`src/rtl/data_mem_loader.sv`:
```
// Streams little-endian bytes into 32-bit words and writes them to the CPU data memory through its external port.
// One write cycle follows the 4th accepted byte; in_ready is low outside COLLECT, so the source holds bytes until then.
module data_mem_loader #(
  parameter logic [31:0] BASE_ADDR   = 32'h0000_0000,
  parameter logic [31:0] ADDR_STEP   = 32'd4,
  parameter int          COUNT_WIDTH = 16
) (
  input  logic                   clk,
  input  logic                   reset,
  input  logic                   start,
  input  logic [COUNT_WIDTH-1:0] num_words,
  input  logic                   in_valid,
  input  logic [7:0]             in_byte,
  output logic                   in_ready,
  output logic                   Ext_Mem_write,
  output logic [31:0]            Ext_wrdata_add,
  output logic [31:0]            Ext_wrdata,
  output logic                   cpu_hold,
  output logic                   busy,
  output logic                   done,
  output logic [COUNT_WIDTH-1:0] words_written
);

  typedef enum logic [1:0] {IDLE, COLLECT, WRITE, FINISH} state_t;

  state_t                 state, state_nxt;
  logic [1:0]             byte_idx;
  logic [23:0]            byte_buf;
  logic [31:0]            addr;
  logic [COUNT_WIDTH-1:0] count;

  always_ff @(posedge clk) begin
    if (!reset) state <= IDLE;
    else        state <= state_nxt;
  end

  always_comb begin
    state_nxt = state;
    case (state)
      IDLE:    if (start) state_nxt = (num_words == '0) ? FINISH : COLLECT;
      COLLECT: if (in_valid && byte_idx == 2'd3) state_nxt = WRITE;
      WRITE:   state_nxt = ((words_written + COUNT_WIDTH'(1)) < count) ? COLLECT : FINISH;
      FINISH:  state_nxt = IDLE;
      default: state_nxt = IDLE;
    endcase
  end

  // All outputs decode from registered state; no input reaches an output combinationally.
  assign in_ready      = (state == COLLECT);
  assign Ext_Mem_write = (state == WRITE);
  assign busy          = (state != IDLE);
  assign cpu_hold      = busy;
  assign done          = (state == FINISH);

  always_ff @(posedge clk) begin
    if (!reset) begin
      byte_idx       <= '0;
      byte_buf       <= '0;
      addr           <= '0;
      count          <= '0;
      words_written  <= '0;
      Ext_wrdata_add <= '0;
      Ext_wrdata     <= '0;
    end else begin
      case (state)
        IDLE: begin
          if (start) begin
            count         <= num_words;
            addr          <= BASE_ADDR;
            words_written <= '0;
            byte_idx      <= '0;
          end
        end
        COLLECT: begin
          if (in_valid) begin
            case (byte_idx)
              2'd0: byte_buf[7:0]   <= in_byte;
              2'd1: byte_buf[15:8]  <= in_byte;
              2'd2: byte_buf[23:16] <= in_byte;
              default: begin
                // Write port registers only change here, so they hold between writes.
                Ext_wrdata     <= {in_byte, byte_buf};
                Ext_wrdata_add <= addr;
              end
            endcase
            byte_idx <= byte_idx + 2'd1;
          end
        end
        WRITE: begin
          words_written <= words_written + COUNT_WIDTH'(1);
          addr          <= addr + ADDR_STEP;
        end
        default: ;
      endcase
    end
  end

endmodule
```
`config.mk`:
```
export PLATFORM = sky130hd
export DESIGN_NAME = data_mem_loader
export DESIGN_NICKNAME = d
export VERILOG_FILES = /design/src/rtl/data_mem_loader.sv
export SDC_FILE = /design/constraint.sdc
export NUM_CORES = 1
export LEC_CHECK = 0
export BUFFER_PORTS_ARGS = -buffer_cell sky130_fd_sc_hd__buf_2
export CAP_MARGIN = 20
export CORE_MARGIN = 8
export CORE_UTILIZATION = 47
export DETAILED_ROUTE_END_ITERATION = 8
export GPL_TIMING_DRIVEN = 0
export PLACE_DENSITY_LB_ADDON = 0.05
export SYNTH_ARGS = -nofsm -noshare
export SYNTH_HDL_FRONTEND = slang
export SYNTH_SLANG_ARGS = --single-unit
```
`constraint.sdc`:
```
create_clock -name clk -period 2.4 [get_ports clk]
set_input_delay 0.12 -clock clk [delete_from_list [all_inputs] [get_ports clk]]
set_output_delay 0.12 -clock clk [all_outputs]
set_load 0.02 [all_outputs]
```
==> flow_summary.toml <==
[run_status]
outcome = "finished clean"

[placement]
detailed_place_hpwl_mm = 13.70
finalWeightedCongestion = 0.8318
numPortBuffers = 110
pre_cts_ws_ns = -0.2211

[die]
num_io_pins = 113
chipWidth_um = 134.0
die_h_um = 134.0
design.core.area_um2 = 13720
row_count = 43
initial_utilization_pct = 47.69
die_area_um2 = 17950

[cells_and_area]
final_nets = 1036
post_route_cells_drive_above_1_share_pct = 19.14
num_antenna_cells = 0
area_growth_pct = 25.95
n_fill_cell = 1271

[synth]
synthDominantAreaCellType = "dfxtp_1"
synth-async-reset-ratio_pct = 0
share_of_the_synthesized_area_in_the_top_cell_type_pct = 46.51
number_of_flops_mapped_to_enable_cells_by_yosys = 0
ys.warnings.count = 0
postSynthCellCount = 832
yosys.cell_types.count = 56
synth.ff_latch_count = 152
area_contributors_post_synth = "dfxtp_1, nand2_1, a21oi_1"
postSynthAreaPerCell_um2 = 7.864
seq_area_frac_synth_pct = 46.51
synth.cell_area_um2 = 6543
synth_flop_cell = "dfxtp_1"

[worst_hold_path]
hold_path_depth = 3
whs_endpoint = "byte_buf[14]$_SDFFE_PN0P_"
worstHoldPathType = "input pin to flip-flop"
worstHoldStart = "in_byte[6]"

[power]
share_seq_of_total_power_pct = 47.4
power_frac_clock_pct = 47.1
leakage_power_nw = 3.282
comb_power_share_pct = 5.5
ir_worst_vdd_uv = 476.2
power.share.switching_pct = 22.52
p_int_mw = 4.192
overall_power_of_the_completed_layout_mw = 5.411
power.net_switching_mw = 1.219
power_density_nw_per_um2 = 656.6

[clock_network]
numClockSinks = 152
tritoncts = "built"
cts_buffer_depth = 2
numCtsBuffers = 17
clk_pin_slew_worst_paths_ns = 0.06
cts_max_level = 4
clk_root_buffer_cell = "clkbuf_16"
worst_skew_pair.late_latency_ns = 0.42

[setup_path]
regToRegEndpoint = "state[1]$_SDFFE_PN0P_"
rr_startpoint = "words_written[0]$_SDFFE_PN0P_"
launching_element_type_of_the_critical_path = "flip-flop"
rrSetupSlack_ns = 0.08
worst-setup-path-type = "flip-flop to flip-flop"
depth_of_the_worst_register_to_register_path = 10
required_ns = 2.72
critical_path_arrival_ns = 2.64
end_kind = "flip-flop"
worst-path-max-fanout = 8

[drt]
drcViolationCount = 0
num_vias = 6282
detail_route.vias_per_cell = 5.333
initialDrtViolationCount = 393
detail-route-antenna-nets = 0
wirelength_mm = 18.88
wl_per_cell_um = 16.02
first_pass_iters = 5

[sta]
finalClockSkew_ns = 0.006106
slew_viol_final = 0
grt_setup_unrepaired = "true"
fmaxAchievable_mhz = 430.8
worst_tran_pin_value_ns = 0.8731
setup-violations-final = 0
setup-tns-final_ns = 0
worst_slack_ns = 0.07865
hold_viol_final = 0
worst_slew_margin_rel_pct = 41.58
layout_worst_path_cycle_share_pct = 96.72
min_period_ns = 2.321

[run]
max_cap_violations = 0

[global_routing]
gr-usage-all-layers_pct = 21.16
number_of_antenna_violations_at_the_first_check_in_global_routing = 0
first_global_vias = 6122
overflow = 0
grt_max_degree = 17
grt_first_pass_wirelength_mm = 30.33
==> cell usage in the layout, fill, tap and decap left out, types with 4 or more instances in the layout <==
| cell type | netlist | layout |
|---|---|---|
| a21oi_1 | 133 | 133 |
| a31oi_1 | 4 | 4 |
| and3_1 | 14 | 13 |
| buf_2 | 0 | 110 |
| buf_4 | 3 | 7 |
| clkbuf_1 | 45 | 45 |
| clkbuf_16 | 0 | 17 |
| clkbuf_2 | 1 | 4 |
| dfxtp_1 | 152 | 141 |
| dfxtp_2 | 0 | 9 |
| dlygate4sd3_1 | 0 | 22 |
| ha_1 | 21 | 20 |
| inv_1 | 22 | 22 |
| mux2_2 | 7 | 7 |
| nand2_1 | 245 | 245 |
| nand3_1 | 23 | 20 |
| nand4_1 | 12 | 12 |
| nor2_1 | 42 | 40 |
| nor3_1 | 5 | 5 |
| nor4_1 | 6 | 6 |
| o211ai_1 | 6 | 6 |
| o21ai_0 | 10 | 10 |
| o311ai_0 | 4 | 4 |
| or2_2 | 5 | 5 |
| or3_1 | 7 | 7 |
| or4_1 | 5 | 5 |
| xnor2_1 | 6 | 5 |
| xor2_1 | 8 | 7 |
==> Yosys cell counts, types with 2 or more instances <==
library cell,instances
a31oi_1,4
o2111ai_1,3
mux2i_1,2
nor2_1,42
or4_1,5
nor4_1,6
a21oi_1,133
o21a_1,2
nor3_1,5
nor4_4,2
nor2b_1,2
clkbuf_1,45
or2_2,5
buf_4,3
inv_1,22
and3_1,14
nor3b_1,2
a21o_1,2
xor2_1,8
a22oi_1,3
xnor2_1,6
and2_1,2
o41ai_1,3
o21ai_0,10
nand4_1,12
o311ai_0,4
ha_1,21
nand3_1,23
o211ai_1,6
mux2_2,7
or3_1,7
nand2_1,245
dfxtp_1,152
and4_1,2
==> critical path, cell delays in order (launching register included) <==
cell	delay, ns
dfxtp_4	0.40
ha_4	0.18
nand3_4	0.15
nor2_2	0.15
xor2_1	0.09
ha_1	0.29
nand2_1	0.06
o21ai_0	0.22
a41oi_2	0.09
o41a_1	0.41
o32ai_1	0.16
==> cells by family (layout without fill, tap and decap cells) <==
kind of cell	Yosys count	after routing	synth area share (%)
simple gates	382	382	25.99
flops	152	152	46.51
buf+inv	73	238	4.494
other cells	1	2	0.05732
xor+xnor	14	14	1.874
compound gates	180	180	15.55
fa+ha+maj	21	21	4.016
mux	9	9	1.511
==> through the flow <==
stage / utilization (%) / hold WS, ns / instances / cell area [µm²]
after floorplan: - / 0.2560 / 833 / 6554
after global placement: 53.42 / 0.3783 / 1123 / 7330
after detailed placement: 53.42 / 0.3776 / 1123 / 7330
after CTS: 59.65 / 0.006780 / 1179 / 8184
after global routing: 60.06 / 0.03786 / 1178 / 8240
final: 60.06 / 0.02112 / 1178 / 8240
==> registers in the layout, summed over array words and instances (netlist names) <==
register        count
byte_idx            2
state               2
Ext_wrdata         32
byte_buf           24
Ext_wrdata_add     30
addr               30
words_written      16
count              16
==> area by class of cell <==
cell class / instances / area [µm²] / share of cell area, %
repair buffers: 136 / 800.8 / 9.718
clock buffers: 22 / 454.2 / 5.512
clock inverters: 8 / 100.1 / 1.215
inverters: 23 / 86.33 / 1.048
plain buffers: 49 / 207.7 / 2.520
flip-flops and latches: 152 / 3062 / 37.15
well taps: 180 / 225.2 / 2.733
multi-input cells: 608 / 3304 / 40.10
==> worst max-delay path by stage <==
stage,depth (start not counted),endpoint,from,slack [ns]
2_1_floorplan,8,state[1]$_SDFFE_PN0P_,words_written[4]$_SDFFE_PN0P_,0.01
3_3_place_gp,10,state[1]$_SDFFE_PN0P_,words_written[1]$_SDFFE_PN0P_,-0.15
3_5_place_dp,10,state[1]$_SDFFE_PN0P_,words_written[1]$_SDFFE_PN0P_,-0.22
4_1_cts,10,state[1]$_SDFFE_PN0P_,words_written[5]$_SDFFE_PN0P_,0.005
5_1_grt,11,state[1]$_SDFFE_PN0P_,words_written[3]$_SDFFE_PN0P_,-0.04
6_report,10,state[1]$_SDFFE_PN0P_,words_written[0]$_SDFFE_PN0P_,0.08
==> what timing repair did <==
item,in CTS,in global routing
pin swaps,3,1
gates resized for setup,12,21
hold buffers,22,0
setup endpoints to repair,2,70
hold endpoints to repair,35,0
buffers inserted,4,0
==> power by group through the flow <==
stage               combinational, mW  clock [mW]  sequential (mW)
finish                          0.297        2.55             2.56
global route                    0.325        2.69             2.57
CTS                             0.293        2.58             2.57
detailed placement              0.261           0             2.62
global placement                0.256           0             2.62
floorplan                       0.153           0             2.62
==> metal layers <==
metal  part of all wire [%]  up-vias  global-route usage (%)  wire length [µm]
li1                       -     3137                       -                 -
met1                     44     2925                   25.21              8367
met2                     47      183                   34.96              8854
met3                    6.1       37                   5.273              1142
met4                    2.7        0                   10.23               510
met5                      0        -                       0                 0
No activity file was read; power rests on OpenSTA's default activity.
